[config.mk]
export PLATFORM = sky130hd
export DESIGN_NAME = wb_result_arbiter
export DESIGN_NICKNAME = d
export VERILOG_FILES = /design/src/rtl/wb_result_arbiter.sv
export SDC_FILE = /design/constraint.sdc
export NUM_CORES = 1
export LEC_CHECK = 0
export ABC_AREA = 1
export BUFFER_PORTS_ARGS = -buffer_cell sky130_fd_sc_hd__buf_2
export CORE_UTILIZATION = 52
export CTS_CLUSTER_DIAMETER = 100
export DETAILED_ROUTE_END_ITERATION = 10
export GPL_ROUTABILITY_DRIVEN = 0
export PLACE_DENSITY = 0.76
export REMOVE_ABC_BUFFERS = 1
export SETUP_SLACK_MARGIN = 0.2
export SLEW_MARGIN = 15
export SYNTH_ARGS = -nofsm -noshare
export SYNTH_HDL_FRONTEND = slang
export SYNTH_SLANG_ARGS = --single-unit
[constraint.sdc]
create_clock -name clk_i -period 5.5 [get_ports clk_i]
set_input_delay 1.1 -clock clk_i [delete_from_list [all_inputs] [get_ports clk_i]]
set_output_delay 1.1 -clock clk_i [all_outputs]
set_load 0.01 [all_outputs]
[src/rtl/wb_result_arbiter.sv]
// Writeback result arbiter: per-source FIFOs feeding one registered writeback port.
// Define WB_ARB_FIXED_PRIO_EN for fixed lowest-index-wins priority instead of round-robin.
module wb_result_arbiter #(
  parameter int NUM_SRC    = 4,
  parameter int FIFO_DEPTH = 2
) (
  input  logic                  clk_i,
  input  logic                  rstn_i,
  input  logic                  flush_i,
  input  logic [NUM_SRC-1:0]    src_valid_i,
  input  logic [NUM_SRC-1:0]    src_we_i,
  input  logic [NUM_SRC*5-1:0]  src_dst_i,
  input  logic [NUM_SRC*64-1:0] src_data_i,
  output logic [NUM_SRC-1:0]    src_ready_o,
  output logic [63:0]           wb_data_o,
  output logic [4:0]            wb_dst_o,
  output logic                  wb_we_o
);

  localparam int AW = $clog2(FIFO_DEPTH);
  localparam int CW = $clog2(FIFO_DEPTH + 1);
  localparam int PW = $clog2(NUM_SRC);

  typedef struct packed {
    logic        we;
    logic [4:0]  dst;
    logic [63:0] data;
  } wb_entry_t;

  wb_entry_t     mem    [NUM_SRC][FIFO_DEPTH];
  logic [AW-1:0] wr_ptr [NUM_SRC];
  logic [AW-1:0] rd_ptr [NUM_SRC];
  logic [CW-1:0] count  [NUM_SRC];

  logic [NUM_SRC-1:0] full;
  logic [NUM_SRC-1:0] empty;
  logic [NUM_SRC-1:0] push;
  logic [NUM_SRC-1:0] pop;
  logic               gnt_vld;
  logic [PW-1:0]      gnt_idx;
  wb_entry_t          head;

  // NOTE: every always_comb output gets a default first so no latch is inferred.
  always_comb begin
    full  = '0;
    empty = '0;
    for (int i = 0; i < NUM_SRC; i++) begin
      full[i]  = (count[i] == CW'(FIFO_DEPTH));
      empty[i] = (count[i] == '0);
    end
  end

  // Ready comes from the registered count only, so a full FIFO rejects even when it pops.
  assign src_ready_o = rstn_i ? ~full : '0;
  assign push        = src_valid_i & src_ready_o;

`ifdef WB_ARB_FIXED_PRIO_EN
  always_comb begin
    gnt_vld = 1'b0;
    gnt_idx = '0;
    for (int i = NUM_SRC - 1; i >= 0; i--) begin
      if (!empty[i]) begin
        gnt_vld = 1'b1;
        gnt_idx = PW'(i);
      end
    end
  end
`else
  logic [PW-1:0] rr_ptr;
  logic [PW-1:0] cand;

  // Search starts one past the last winner and wraps.
  always_comb begin
    gnt_vld = 1'b0;
    gnt_idx = '0;
    cand    = '0;
    for (int off = 1; off <= NUM_SRC; off++) begin
      cand = PW'((int'(rr_ptr) + off) % NUM_SRC);
      if (!gnt_vld && !empty[cand]) begin
        gnt_vld = 1'b1;
        gnt_idx = cand;
      end
    end
  end

  // NOTE: sequential state uses non-blocking assignments only.
  always_ff @(posedge clk_i) begin
    if (!rstn_i || flush_i) rr_ptr <= PW'(NUM_SRC - 1);
    else if (gnt_vld)       rr_ptr <= gnt_idx;
  end
`endif

  always_comb begin
    pop = '0;
    if (gnt_vld) pop[gnt_idx] = 1'b1;
  end

  assign head = mem[gnt_idx][rd_ptr[gnt_idx]];

  always_ff @(posedge clk_i) begin
    if (!rstn_i || flush_i) begin
      for (int i = 0; i < NUM_SRC; i++) begin
        count[i]  <= '0;
        wr_ptr[i] <= '0;
        rd_ptr[i] <= '0;
      end
    end else begin
      for (int i = 0; i < NUM_SRC; i++) begin
        if (push[i]) wr_ptr[i] <= wr_ptr[i] + AW'(1);
        if (pop[i])  rd_ptr[i] <= rd_ptr[i] + AW'(1);
        case ({push[i], pop[i]})
          2'b10:   count[i] <= count[i] + CW'(1);
          2'b01:   count[i] <= count[i] - CW'(1);
          default: count[i] <= count[i];
        endcase
      end
    end
  end

  // NOTE: FIFO storage is not reset; the counts alone decide which entries are valid.
  always_ff @(posedge clk_i) begin
    for (int i = 0; i < NUM_SRC; i++) begin
      if (push[i]) mem[i][wr_ptr[i]] <= {src_we_i[i], src_dst_i[5*i +: 5], src_data_i[64*i +: 64]};
    end
  end

  // x0 never raises the write enable, keeping it out of the bypass network.
  always_ff @(posedge clk_i) begin
    if (!rstn_i) begin
      wb_we_o   <= 1'b0;
      wb_dst_o  <= '0;
      wb_data_o <= '0;
    end else if (flush_i) begin
      wb_we_o <= 1'b0;
    end else if (gnt_vld) begin
      wb_we_o   <= head.we & (head.dst != 5'd0);
      wb_dst_o  <= head.dst;
      wb_data_o <= head.data;
    end else begin
      wb_we_o <= 1'b0;
    end
  end

endmodule

== Yosys cells after proc, flatten, opt, wreduce, memory -nomap -nowiden ==
Memories as Yosys holds them, arrays and structs flattened.
Index checks and enable logic that the tools add are counted.
Storage, ports and cells
  register bits after elaboration: 72
  bits in latches: 0
  bits in writable memories: 576
  memory bits (read-only): 0
  input port bits: 287
  output and inout bits: 74
  memories: 4
Operators by class
  add/subtract/negate cells: 20
  multiply operators: 0
  divide/modulo/power cells: 0
  magnitude comparators: 15
  equality and inequality tests: 12
  shift-type cells: 0
  muxes and demuxes: 117
  bitwise logic cells: 31
  reductions and logical operators: 26
Memories
  mem: depth 4, width 140, read ports 1, clocked after Yosys merged registers in 0, write ports 4, line 30  | wb_entry_t mem [NUM_SRC][FIFO_DEPTH];
  count: depth 4, width 2, read ports 4, clocked after Yosys merged registers in 0, write ports 4, line 33  | logic [CW-1:0] count [NUM_SRC];
  rd_ptr: depth 4, width 1, read ports 5, clocked after Yosys merged registers in 0, write ports 4, line 32  | logic [AW-1:0] rd_ptr [NUM_SRC];
  wr_ptr: depth 4, width 1, read ports 4, clocked after Yosys merged registers in 0, write ports 4, line 31  | logic [AW-1:0] wr_ptr [NUM_SRC];
Operator list (count)
  $mux 140: 4
  $mux 70: 7
  $demux 70 s1: 4
  $mux 1: 79
  $mux 2: 16
  $or 1x1->1: 20
  $eq 2x2->1 const B: 8
  $lt 2x3->1 const B: 5
  $add 2x1->2 const B: 6
  $ge 2x2->1 const B: 5
  $not 1->2: 5
  $add 1x1->1 const B: 8
  $bmux 1 s2: 4
  $eq 2x1->1 const B: 4
  $logic_and 1x1->1: 8
  $logic_not 2->1: 4
  $lt 2x1->1 const B: 4
  $mux 4: 2
  $reduce_or 2->1: 4
  $sub 2x1->2 const B: 4
  $logic_not 1->1: 6
  $reduce_bool 5->1: 1
  $add 2x2->2 const B: 2
  $and 4x4->4: 1
  8 further kinds: 10

== Longest topological paths before layout ==
Gate-level depths: netlist of run 1.
  depth after elaboration: 24
  gate-level depth with buffers: 21
  mapped depth without buffers: 19

== Least setup slack after synthesis of run 1 ==
No wires, ideal clock.
  kind: in2reg
  start: in rstn_i
  end: mem mem[1][0] (netlist name), enable pin
  library setup time: 499 ps
  arrival time: 5015 ps
  data required time: 5001 ps
  slack: -14 ps
  stages: 6
  path through: clkbuf_1 > inv_1 > clkbuf_1 > a21oi_1 > nand2_1 > nor2_1
RTL lines
  start: declaration: line 8  | input logic rstn_i,
  end: declaration: line 30

==> impl_summary.md, run 1 <==
Critical path
Counting cells, the worst reg-to-reg path comes to 17. The flop-to-flop setup slack is 1.29 ns. The type of element launching the critical path is a register. The type of the worst setup path is register to register.

The kind of capture point of the worst setup path is a register. At the worst endpoint, the arrival time is ~4.8 ns. In this run the critical register-to-register path is launched from count[3][0]. The data required time of the critical path is slightly above 6 ns. In this run the critical register-to-register path is captured at wb_data_o[5]. The largest fanout on the critical path is 117.

Die
Once the floorplan was initialized, standard cells occupied a little over half of the core. The core region is 49200 sq um. The floorplan row count is 81. The die covers 51000 sq um. The horizontal die dimension is 226 microns. The number of I/O pins is between 300 and 400. The die is around 230 microns tall.

Timing
The total negative setup slack is 0 ns. The final hold violation count is 0. Setup repair after global routing left no endpoint under its margin.

At the pin with the least slew margin, the transition time is 1.18 ns. Dividing the final minimum period by the clock period gives around 77%. The smallest clock period supported by the final layout is computed as 4.21 ns. The final-report max-slew violation count came to 0. The worst pin sits at a relative slew slack of 21.6%.

For this run, the top clock speed supported by timing is 0.238 GHz. For the final database, setup skew stands at 0.0280 ns. The final-layout worst hold slack is between 0.5 and 0.6 ns.

Setup violations remaining at the end of the flow were counted as 0.

Global routing
The number of global-route vias before repair is 18400. After global routing the overflow that remains totals 0. The met2 global-route usage is between 40% and 50%.

For this run, global-route usage on met1 was measured as 35.7%. The initial antenna violation count is 21. After global routing, the most crowded layer is met2. The maximum number of pins on one net before global-route repair is 118. The overall global routing resource usage is roughly 28%.

In the global route stage, met3 resource usage came out at 6.48%. The first global-routing pass estimated about 110 mm of wire.

Yosys
Averaged over all synthesized cells, the footprint is 11.4 sq um. Counting flops with a built-in enable in the synthesized netlist gives about 580. Among all flip-flop cells after synthesis, the most frequent one is sky130_fd_sc_hd__edfxtp_1. The total standard cell area after synthesis is between 20000 and 30000 sq um. The share of synthesized area occupied by flip-flops and latches is ~70%. The Yosys warning count is 0. The number of distinct library cells after synthesis is 37. In the synthesized netlist the async set-or-reset flop fraction comes to 0%.

The synthesized design contains between 600 and 700 register bits. The number of cells produced by synthesis is 2293.

Clock network
The clock latency at the later pin of the worst-skew pair is ~0.60 ns. Clock-pin slew was measured on the worst setup and hold paths at roughly 0.060 ns. The longest clock path from root to sink contains 3 buffers.

Counting the buffers created by CTS gives 67. The number of instances resized during post-cts repair is 0. The H-tree generated during clock tree synthesis spans 3 levels. The number of setup buffers added after CTS is 0. TritonCTS built the clock tree. In this run, post-CTS hold repair placed 0 buffers.

The number of clock sinks is approximately 650. Clock tree synthesis selected as its root buffer the cell sky130_fd_sc_hd__clkbuf_16.

Routing
After detailed routing, the number of remaining DRC violations is 0. Dividing the detail-routed wire length by the instance count gives about 21 microns. Wires add up to 70.4 mm. The total number of vias is 18600.

The number of vias per cell is 5.56. The starting DRC count in detailed routing is 1876. The post-detailed-route count of antenna-violating nets is 0. The first detailed-routing pass took 5 iterations.

Cells and area
The layout overhead on the synthesized area is 17.2%. The area taken by flip-flops and latches is 18700 sq um. The filler cells instantiated in the layout total 3731. The library cell used most frequently in the layout, excluding fill and tap cells, is sky130_fd_sc_hd__nand2_1. The final layout net count is between 2000 and 3000. Summing all multi-input logic gate instances after layout gives 6250 sq um. After routing the design area is 30500 sq um. Leaving out fill and tap cells, the most frequent cells in the layout are sky130_fd_sc_hd__nand2_1 (783), sky130_fd_sc_hd__edfxtp_1 (576), sky130_fd_sc_hd__buf_2 (359). The share of post-route cells with drive strength above 1 is 19.7%.

Hold path
The worst hold path terminates at wb_dst_o[4]. The depth of the worst hold-timing path is 2. The start point of the worst min-delay path is wb_dst_o[4]. The type of the most critical hold path is register to register.

Placed design
Buffers placed on the I/O ports in this run total 360. The wire-length estimate of the detail-placed layout is 41.7 mm. After detailed placement, the total cell area comes to 28300 sq um.

Flow run
Across the run, the number of max-cap violations was 0.

Run status
The flow ran to the end, and the final reports show no timing, DRC or antenna violations.
-- critical path: stages, from the launching register on --
cell and delay, ns:
sky130_fd_sc_hd__edfxtp_1 0.39, sky130_fd_sc_hd__inv_1 0.12, sky130_fd_sc_hd__ha_1 0.18, sky130_fd_sc_hd__nand2_1 0.11, sky130_fd_sc_hd__nand3_2 0.14, sky130_fd_sc_hd__nand2_4 0.07
sky130_fd_sc_hd__nor2_4 0.14, sky130_fd_sc_hd__nand3_2 0.08, sky130_fd_sc_hd__nand2_2 0.35, sky130_fd_sc_hd__nand2_8 0.49, sky130_fd_sc_hd__inv_8 0.62, sky130_fd_sc_hd__buf_12 0.47
sky130_fd_sc_hd__nand2_1 0.11, sky130_fd_sc_hd__a21oi_1 0.17, sky130_fd_sc_hd__o21ai_1 0.10, sky130_fd_sc_hd__nand3_1 0.19, sky130_fd_sc_hd__nand2_1 0.10, sky130_fd_sc_hd__inv_1 0.07
-- logic make-up after synthesis --
family	after synthesis	synth area share, %
simple gates	1163	18.8
buf+inv	249	4.41
compound gates	222	4.38
fa+ha+maj	8	0.384
flops	648	71.9
xor+xnor	3	0.101
-- through the flow --
stage / worst slack, ns / util, % / std cells
3_3_place_gp: 1.61 / 57.6 / 3209
5_1_grt: 0.957 / 62.0 / 3339
6_report: 1.29 / 62.1 / 3353
2_1_floorplan: -1.15 / - / 2159
4_1_cts: 1.39 / 62.0 / 3332
3_5_place_dp: 1.39 / 57.6 / 3209
-- layout make-up --
class / instances / share of cell area, %
multi-input cells: 1396 / 20.5
flip-flops and latches: 648 / 61.4
clock buffers: 99 / 6.35
well taps: 664 / 2.72
repair buffers: 386 / 6.71
inverters: 115 / 1.47
clock inverters: 24 / 0.734
diodes: 21 / 0.172
-- Yosys cell counts (3+ instances only) --
cell                       number  share of area (%)
sky130_fd_sc_hd__nand2_4        4               0.17
sky130_fd_sc_hd__nand3_1      294                5.6
sky130_fd_sc_hd__inv_1        106                1.5
sky130_fd_sc_hd__o21ai_1       63                1.2
sky130_fd_sc_hd__nor2_1        40               0.58
sky130_fd_sc_hd__nand2_2        6               0.14
sky130_fd_sc_hd__inv_4          3              0.072
sky130_fd_sc_hd__nand3b_1       7               0.20
sky130_fd_sc_hd__nor3_1         9               0.17
sky130_fd_sc_hd__a21oi_1      139                2.7
sky130_fd_sc_hd__buf_4         17               0.49
sky130_fd_sc_hd__clkbuf_1      24               0.35
sky130_fd_sc_hd__o211ai_1       4               0.12
sky130_fd_sc_hd__ha_1           8               0.38
sky130_fd_sc_hd__buf_6          3               0.13
sky130_fd_sc_hd__nand2_1      784                 11
sky130_fd_sc_hd__o21ai_0       12               0.23
sky130_fd_sc_hd__nor2_2         4              0.096
sky130_fd_sc_hd__inv_2          5              0.072
sky130_fd_sc_hd__dfxtp_1       72                5.5
sky130_fd_sc_hd__edfxtp_1     576                 66
sky130_fd_sc_hd__xnor2_1        3               0.10
sky130_fd_sc_hd__nand3_2        7               0.27
sky130_fd_sc_hd__or2_2          4              0.096
sky130_fd_sc_hd__buf_1          4              0.058
sky130_fd_sc_hd__buf_2         84                1.6
-- worst max path at each step --
stage                startpoint            to  cells after the start
floorplan           count[3][0]   wb_dst_o[4]                     18
global placement    count[3][0]       wb_we_o                     16
detailed placement  count[3][0]  wb_data_o[5]                     17
CTS                 count[3][0]  wb_data_o[5]                     17
global route        count[3][0]  wb_data_o[5]                     17
finish              count[3][0]  wb_data_o[5]                     17
-- state kept, by name, indices dropped and copies added (netlist names) --
register,count
mem,560
wb_data_o,64
count,8
wb_dst_o,5
rd_ptr,4
wr_ptr,4
rr_ptr,2
wb_we_o,1
-- routing by layer --
layer	part of all wire [%]	vias to the layer above	wire length, microns
met5	0.19	-	137
met4	3.0	20	2100
met3	10	174	7230
met2	48	959	33900
met1	38	8935	26900
li1	-	8539	-
Power of run 1 is not shown: default switching activity piles up to over one toggle a cycle in this logic, so the estimate is an artifact.
==> inputs of run 2 (changes only) <==
--- a/config.mk
+++ b/config.mk
@@ -5,13 +5,13 @@
 export SDC_FILE = /design/constraint.sdc
 export NUM_CORES = 1
 export LEC_CHECK = 0
-export ABC_AREA = 1
+export ABC_AREA = 0
 export BUFFER_PORTS_ARGS = -buffer_cell sky130_fd_sc_hd__buf_2
 export CORE_UTILIZATION = 52
 export CTS_CLUSTER_DIAMETER = 100
 export DETAILED_ROUTE_END_ITERATION = 10
 export GPL_ROUTABILITY_DRIVEN = 0
-export PLACE_DENSITY = 0.76
+export PLACE_DENSITY = 0.74
 export REMOVE_ABC_BUFFERS = 1
 export SETUP_SLACK_MARGIN = 0.2
 export SLEW_MARGIN = 15
==> constraint.sdc (replaced) <==
create_clock -name clk_i -period 3.9 [get_ports clk_i]
set_input_delay 0.78 -clock clk_i [delete_from_list [all_inputs] [get_ports clk_i]]
set_output_delay 0.78 -clock clk_i [all_outputs]
set_load 0.01 [all_outputs]
==> impl_summary.md, run 2 <==
Timing
The final-layout worst hold slack is 0.368 ns. The final hold violation count is 0. In the post-route analysis, the smallest setup slack over all paths is 0.389 ns. Dividing the final minimum period by the clock period gives approximately 90%. The maximum operating frequency is between 0.2 and 0.3 GHz. Setup total negative slack on the finished layout was measured at 0 ns.

Counting I/O delays and the setup requirement, the final critical path takes about 3.5 ns. The clock tree skew after final layout is 0.0169 ns. The transition time of the tightest slew-check pin is roughly 1 ns.

The final-report max-slew violation count is 0. Setup repair after global routing left no endpoint under its margin. The max-slew headroom at the worst pin is 34.8%. Setup violations remaining at the end of the flow were counted as 0.

Placed design
Including well taps, the total number of placed cells is ~2800. The post-place setup slack is 0.446 ns. Port buffering added 360 buffers. Summing all placed instances gives a cell area of ~28000 sq um.

The HPWL after detailed placement is 39.8 mm.

Global routing
The maximum number of pins on one net before global-route repair is 137. The number of global-route vias before repair is 17200. Global routing used a little over a quarter of the available tracks. The residual overflow from global routing is 0. The initial antenna violation count is 26. The first-pass GRT wire length is 99.8 mm.

Die
After floorplanning, the core was sized to cover 47700 sq um. The floorplan row count is 80. The area enclosed by the die boundary is 49400 sq um. The horizontal die dimension is 222 microns. The overall die height is 222 microns. The number of I/O pins is roughly 360. The initial cell density of the core is 52.8%.

Cells and area
The number of filler cells placed in the layout is 3531. The final layout net count is 2565. The register with the most flip-flops in the layout has 560 of them. The number of standard cells in the layout, taps in and fillers out is 2951. Cells fill 62.8% of the core in the end. The share of post-route cells with drive strength above 1 is approximately 22%.

The leading cell type in the layout, fill and taps excluded is sky130_fd_sc_hd__edfxtp_1. With fillers left out, the area of the finished cells amounts to 30000 sq um. The layout overhead on the synthesized area is 18.9%. The top cell types in the final layout, fill and taps aside, are sky130_fd_sc_hd__edfxtp_1 (576), sky130_fd_sc_hd__nand2_1 (540), sky130_fd_sc_hd__buf_2 (360).

Routing
After the first detailed-routing iteration, the DRC count stood at around 1500. In the detailed route, the total length drawn on met3 is 5.89 mm. The wire length reported by the detailed router is 66.2 mm.

The met2 layer wire length in the routed design is 32.1 mm. Dividing the detail-routed wire length by the instance count gives 22.4 microns. The final route contains 17400 vias.

The count of nets left with antenna violations once routing finished came out at 0. The detailed router used layers up to and including met5. For this run, the detailed router's first-pass iteration total came to 5. For this block, wires on met1 add up to roughly 26 mm. After detailed routing, the number of vias per cell comes to 5.88. For this run, design rule violations remaining after detail routing come to 0.

Power
Dividing total power by cell area gives a power density of 829 nW/um^2. In this run the static leakage power is 11.3 nW. The final total power is 24.9 mW. The worst ir drop on vdd is 0.847 mV.

Yosys
The number of cells produced by synthesis is about 1900. In the synthesized netlist the dominant register cell turns out to be sky130_fd_sc_hd__edfxtp_1. The flip-flop and latch count after synthesis is 648. Sequential elements use 74.3% of the synthesized area.

The cell accounting for the most synthesized area is sky130_fd_sc_hd__edfxtp_1. The per-instance average area after synthesis is 13.0 sq um. The fraction of synthesis flops using an asynchronous set or reset pin is 0%. The synthesized design devotes to its leading area cell type 68.6% of total area. The synthesized netlist contains 49 unique library cells. Summing every instance area after synthesis gives ~25000 sq um. The synthesized design contains roughly 580 enable-type register cells. During synthesis, Yosys emitted a total of 0 warnings. Ranked by total cell area, the synthesized netlist is headed by sky130_fd_sc_hd__edfxtp_1 (69%), sky130_fd_sc_hd__nand2_1 (8.0%), sky130_fd_sc_hd__dfxtp_1 (5.7%). By count the netlist is led by sky130_fd_sc_hd__edfxtp_1 (576), sky130_fd_sc_hd__nand2_1 (540), sky130_fd_sc_hd__nand3_1 (128), sky130_fd_sc_hd__clkbuf_1 (101), sky130_fd_sc_hd__nor2_1 (89). sky130_fd_sc_hd__edfxtp_1 is the most common cell in the netlist.

Critical path
The kind of capture point of the worst setup path is a register. For the worst setup path, the data arrival time is 3.99 ns. The slowest stage of the critical path belongs to the cell sky130_fd_sc_hd__a221o_1.

The worst setup path is launched from a register. The worst setup path is of the register to register kind. The peak per-stage delay on the critical path is 0.54 ns. The data required time of the critical path is 4.38 ns. The signal on the critical path passes through inv_1, ha_1, or4b_1, o21ai_0, a211oi_4, a221o_1, o22ai_4, buf_12, a31oi_1, a211oi_1. The largest fanout on the critical path is 90.

Flow run
Max-cap violations in this run came to 0.

Clock network
The clock latency at the later pin of the worst-skew pair is 0.60 ns. Counting the buffers created by CTS gives 66. The root buffer cell is sky130_fd_sc_hd__clkbuf_16. The clock transition at the registers of the reported paths is 0.06 ns. The CTS tree is built. Counting along the longest clock path gives a buffer depth of 3. The number of clock sinks is 648.

The hold buffer count at CTS is 0. The clock tree synthesis step divided the H-tree into 3 levels. The count of buffers added by post-CTS timing repair for setup is 0.

Hold path
The tightest min-delay check is of the primary input to register type.

Run status
The flow ran to the end, and the final reports show no timing, DRC or antenna violations.
==> run 2: cells by family after synthesis <==
group	count (synthesis)	share of synthesized area, %
AOI/OAI and AO/OA	254	7.63
xor gates and xnor gates	6	0.208
adders and majority gates	8	0.397
buffers and inverters	158	2.57
DFF	648	74.3
muxes	16	0.660
and+or+nand+nor	851	14.2
==> run 2: path summary, 6_finish.rpt <==
check	start	to	slack (ns)	cells after the start
max	count[3][0]	wb_data_o[45]	0.39	10
min	src_data_i[139]	mem[2][11]	0.37	1
max reg2reg	count[3][0]	wb_data_o[45]	0.39	10
min reg2reg	wb_data_o[21]	wb_data_o[21]	0.50	2
==> run 2: cell type report <==
type | count | area [sq um] | area share [%]
Sequential cell | 648 | 18700 | 62.5
Multi-Input combinational cell | 1135 | 5930 | 19.8
Timing Repair Buffer | 398 | 2310 | 7.71
Clock buffer | 94 | 1870 | 6.24
Tap cell | 615 | 769 | 2.57
Clock inverter | 24 | 231 | 0.772
Inverter | 21 | 80.1 | 0.267
Antenna cell | 16 | 40.0 | 0.134
==> run 2: power breakdown <==
part	switching, mW	internal, mW
Clock	2.54	3.61
Combinational	6.61	3.37
Sequential	0.382	8.35
==> run 2: timing repair <==
action | in CTS | in global routing
endpoints found under the hold margin | 0 | 0
setup endpoints to repair | 0 | 11
gates resized for setup | 0 | 1
==> run 2: per-layer routing <==
layer  vias up  GRT usage [%]
met5         -              0
met4        28           9.79
met3       146           6.28
met2       782           43.5
met1      8553           35.6
li1       7844              -
==> run 2: critical path, delay by kind of cell (launching register included) <==
| kind | cells | cell delay [ns] |
|---|---|---|
| buffers and inverters | 2 | 0.44 |
| and+or+nand+nor | 1 | 0.47 |
| DFF | 1 | 0.35 |
| adders and majority gates | 1 | 0.26 |
| AOI/OAI and AO/OA | 6 | 1.72 |
(Power assumes the default switching activity.)
==> inputs of run 3 (changes only) <==
--- a/config.mk
+++ b/config.mk
@@ -11,6 +11,7 @@
 export CTS_CLUSTER_DIAMETER = 100
 export DETAILED_ROUTE_END_ITERATION = 10
 export GPL_ROUTABILITY_DRIVEN = 0
+export MAX_ROUTING_LAYER = met4
 export PLACE_DENSITY = 0.74
 export REMOVE_ABC_BUFFERS = 1
 export SETUP_SLACK_MARGIN = 0.2
==> impl_summary.md, run 3 (synthesis results as in run 2) <==
Run status
The flow ran to the end, and the final reports show no timing, DRC or antenna violations.

Global routing
The first-pass GRT wire length is 99.7 mm. The global routing usage on met3 is 6.24%. The met2 global-route usage is a little over two fifths.

In the global route stage, met1 resource usage came out at 35.5%. The initial antenna violation count is 27. In the global route stage, overall resource usage came out at 27.7%. Entering global routing, the biggest net connects 137 pins. After global routing the overflow that remains totals 0. The layer carrying the most global-route usage is met2. The number of global-route vias before repair was 17200.

Cells and area
For this run, the number of standard cells in the final layout without fillers is 2965. The leading cell type in the layout, fill and taps excluded is sky130_fd_sc_hd__edfxtp_1. The area growth from synthesis to layout is 19.0%. The library cells used most frequently in the layout, excluding fill and tap cells, are sky130_fd_sc_hd__edfxtp_1 (576), sky130_fd_sc_hd__nand2_1 (540), sky130_fd_sc_hd__buf_2 (360). The post-route netlist has 22.1% of its cells at a drive strength greater than 1. The number of flip-flops under the largest register name is 560.

The utilization after layout is 62.8%. The number of filler cells placed in the layout is between 3000 and 4000. The net count of the finished layout is approximately 2600. The post-route standard cell area excluding fillers is 30000 sq um.

Critical path
The largest fanout on the critical path is 90. The flop-to-flop setup slack is 0.41 ns. The startpoint identified for the worst register-to-register timing path is count[3][0].

Data on the critical path is required at its endpoint by around 4.4 ns. The worst setup path is launched from a register. The type of the worst setup path is register to register. The endpoint identified for the worst register-to-register timing path is wb_data_o[45]. STA classifies the critical path endpoint as a register. The logic depth of the worst register-to-register path is 10. Data arrives at the worst endpoint at 3.97 ns.

Die
The horizontal die dimension is between 200 and 250 microns. The number of I/O pins is 361. The overall die height is 222 microns. The area enclosed by the die boundary is 49400 sq um. After floorplanning, the core was sized to cover 47700 sq um. The initial utilization of the core area, before any placement, comes to a little over half. The floorplan row count is 80.

Routing
The number of vias per cell is 5.87. In this run, the number of DRC markers left after iteration 0 of detailed routing was 1498. The post-detailed-route count of antenna-violating nets is 0. The number of detailed-route iterations in the first pass is 5. For this run, design rule violations remaining after detail routing come to 0. The wire length reported by the detailed router is about 66 mm. Dividing the detail-routed wire length by the instance count gives 22.4 microns. The detailed router placed between 15000 and 20000 vias in this run.

Placed design
The total cell area at the placement stage is 27800 sq um. During placement, the flow inserted port buffers numbering 360. The post-place setup slack is ~0.45 ns. The HPWL after detailed placement is 39.8 mm. The total instance count after detailed placement is 2816.

Power
The worst-case IR drop observed on VDD is around 0.84 mV. For this design the ratio of total power to cell area is 828 nW/um^2. The leakage power figure is 11.3 nW.

Timing
Setup total negative slack on the finished layout was measured at 0 ns. The setup-violating endpoint count in the final report is 0. The max-slew headroom at the worst pin is 35.0%.

Dividing the final minimum period by the clock period gives 89.6%. Setup slack on the critical path of the routed design comes to 0.405 ns. The final hold violation count is 0.

Subtracting the final worst setup slack from the clock period gives between 3 and 4 ns. For this run, the top clock speed supported by timing is 0.286 GHz. For the final database, setup skew stands at 0.0167 ns. For the pin with the worst max-slew slack, the measured transition is 0.971 ns. Setup repair after global routing left no endpoint under its margin.

The final-report max-slew violation count is 0.

Hold path
The start point of the worst min-delay path is src_data_i[139]. The type of the most critical hold path is primary input to register. Along the worst hold path, the cell count comes to 1.

The path with the worst hold slack has its endpoint at mem[2][11].

Clock network
After clock tree synthesis, the clock-pin slew on the worst setup and hold paths is 0.06 ns. The clock reaches the later pin of the worst-skew pair after 0.60 ns. The tree is rooted in a sky130_fd_sc_hd__clkbuf_16.

The H-tree was split into 3 levels. The number of clock sinks is 648. The clock passes through at most 3 buffers.

Clock tree synthesis inserted a total of 66 buffers. The CTS tree is built.

Flow run
The number of maximum-capacitance constraint violations is 0.
==> run 3: cell types whose count changed in the layout (fill, tap and decap cells not counted), sizes merged <==
| cell | delta |
|---|---|
| diode | +14 |
==> run 3: what timing repair did <==
item / 4_1_cts / 5_1_grt
setup buffers: 0 / 0
hold buffers: 0 / 0
gates resized for setup: 0 / 1
endpoints found under the setup margin: 0 / 6
==> run 3: layout make-up <==
type / instances / area [sq um] / share of cell area, %
inverters: 21 / 80.1 / 0.267
clock buffers: 94 / 1870 / 6.23
multi-input cells: 1135 / 5930 / 19.8
well taps: 615 / 769 / 2.56
repair buffers: 398 / 2310 / 7.71
diodes: 30 / 75.1 / 0.250
clock inverters: 24 / 231 / 0.771
flip-flops and latches: 648 / 18700 / 62.4
==> run 3: metrics by stage <==
step                      hold WS (ns)  power (mW)
final                            0.371        24.8
after global routing             0.338        26.2
after CTS                        0.333        24.9
after detailed placement         0.489        18.7
after global placement           0.486        18.3
after floorplan                  0.520        13.5
==> run 3: routing by layer <==
layer / share of wire [%] / up-vias
met3: 9.3 / 114
li1: - / 7863
met5: 0 / -
met2: 49 / 796
met1: 39 / 8618
met4: 2.3 / 0
==> run 3: power breakdown <==
| group | total (mW) | internal [mW] | switching [mW] |
|---|---|---|---|
| clock network | 6.15 | 3.61 | 2.54 |
| registers | 8.73 | 8.35 | 0.384 |
| logic | 9.96 | 3.36 | 6.60 |
==> run 3: critical path: stages, from the launching register on <==
cell and delay, ns:
sky130_fd_sc_hd__edfxtp_1 0.35, sky130_fd_sc_hd__inv_1 0.08, sky130_fd_sc_hd__ha_1 0.26, sky130_fd_sc_hd__or4b_1 0.47
sky130_fd_sc_hd__o21ai_0 0.23, sky130_fd_sc_hd__a211oi_4 0.13, sky130_fd_sc_hd__a221o_1 0.54, sky130_fd_sc_hd__o22ai_4 0.36
sky130_fd_sc_hd__buf_12 0.38, sky130_fd_sc_hd__a31oi_1 0.14, sky130_fd_sc_hd__a211oi_1 0.32
==> run 3: how the worst max path moves through the flow <==
stage                           start             to  slack (ns)  cells after the start
final                     count[3][0]  wb_data_o[45]        0.41                     10
after global routing      count[3][0]  wb_data_o[45]        0.22                     10
after CTS                 count[3][0]  wb_data_o[63]        0.42                     11
after detailed placement  count[3][0]  wb_data_o[63]        0.45                     11
after global placement    count[3][0]  wb_data_o[26]        0.65                     11
after floorplan           count[3][0]   wb_data_o[0]       -7.90                     10
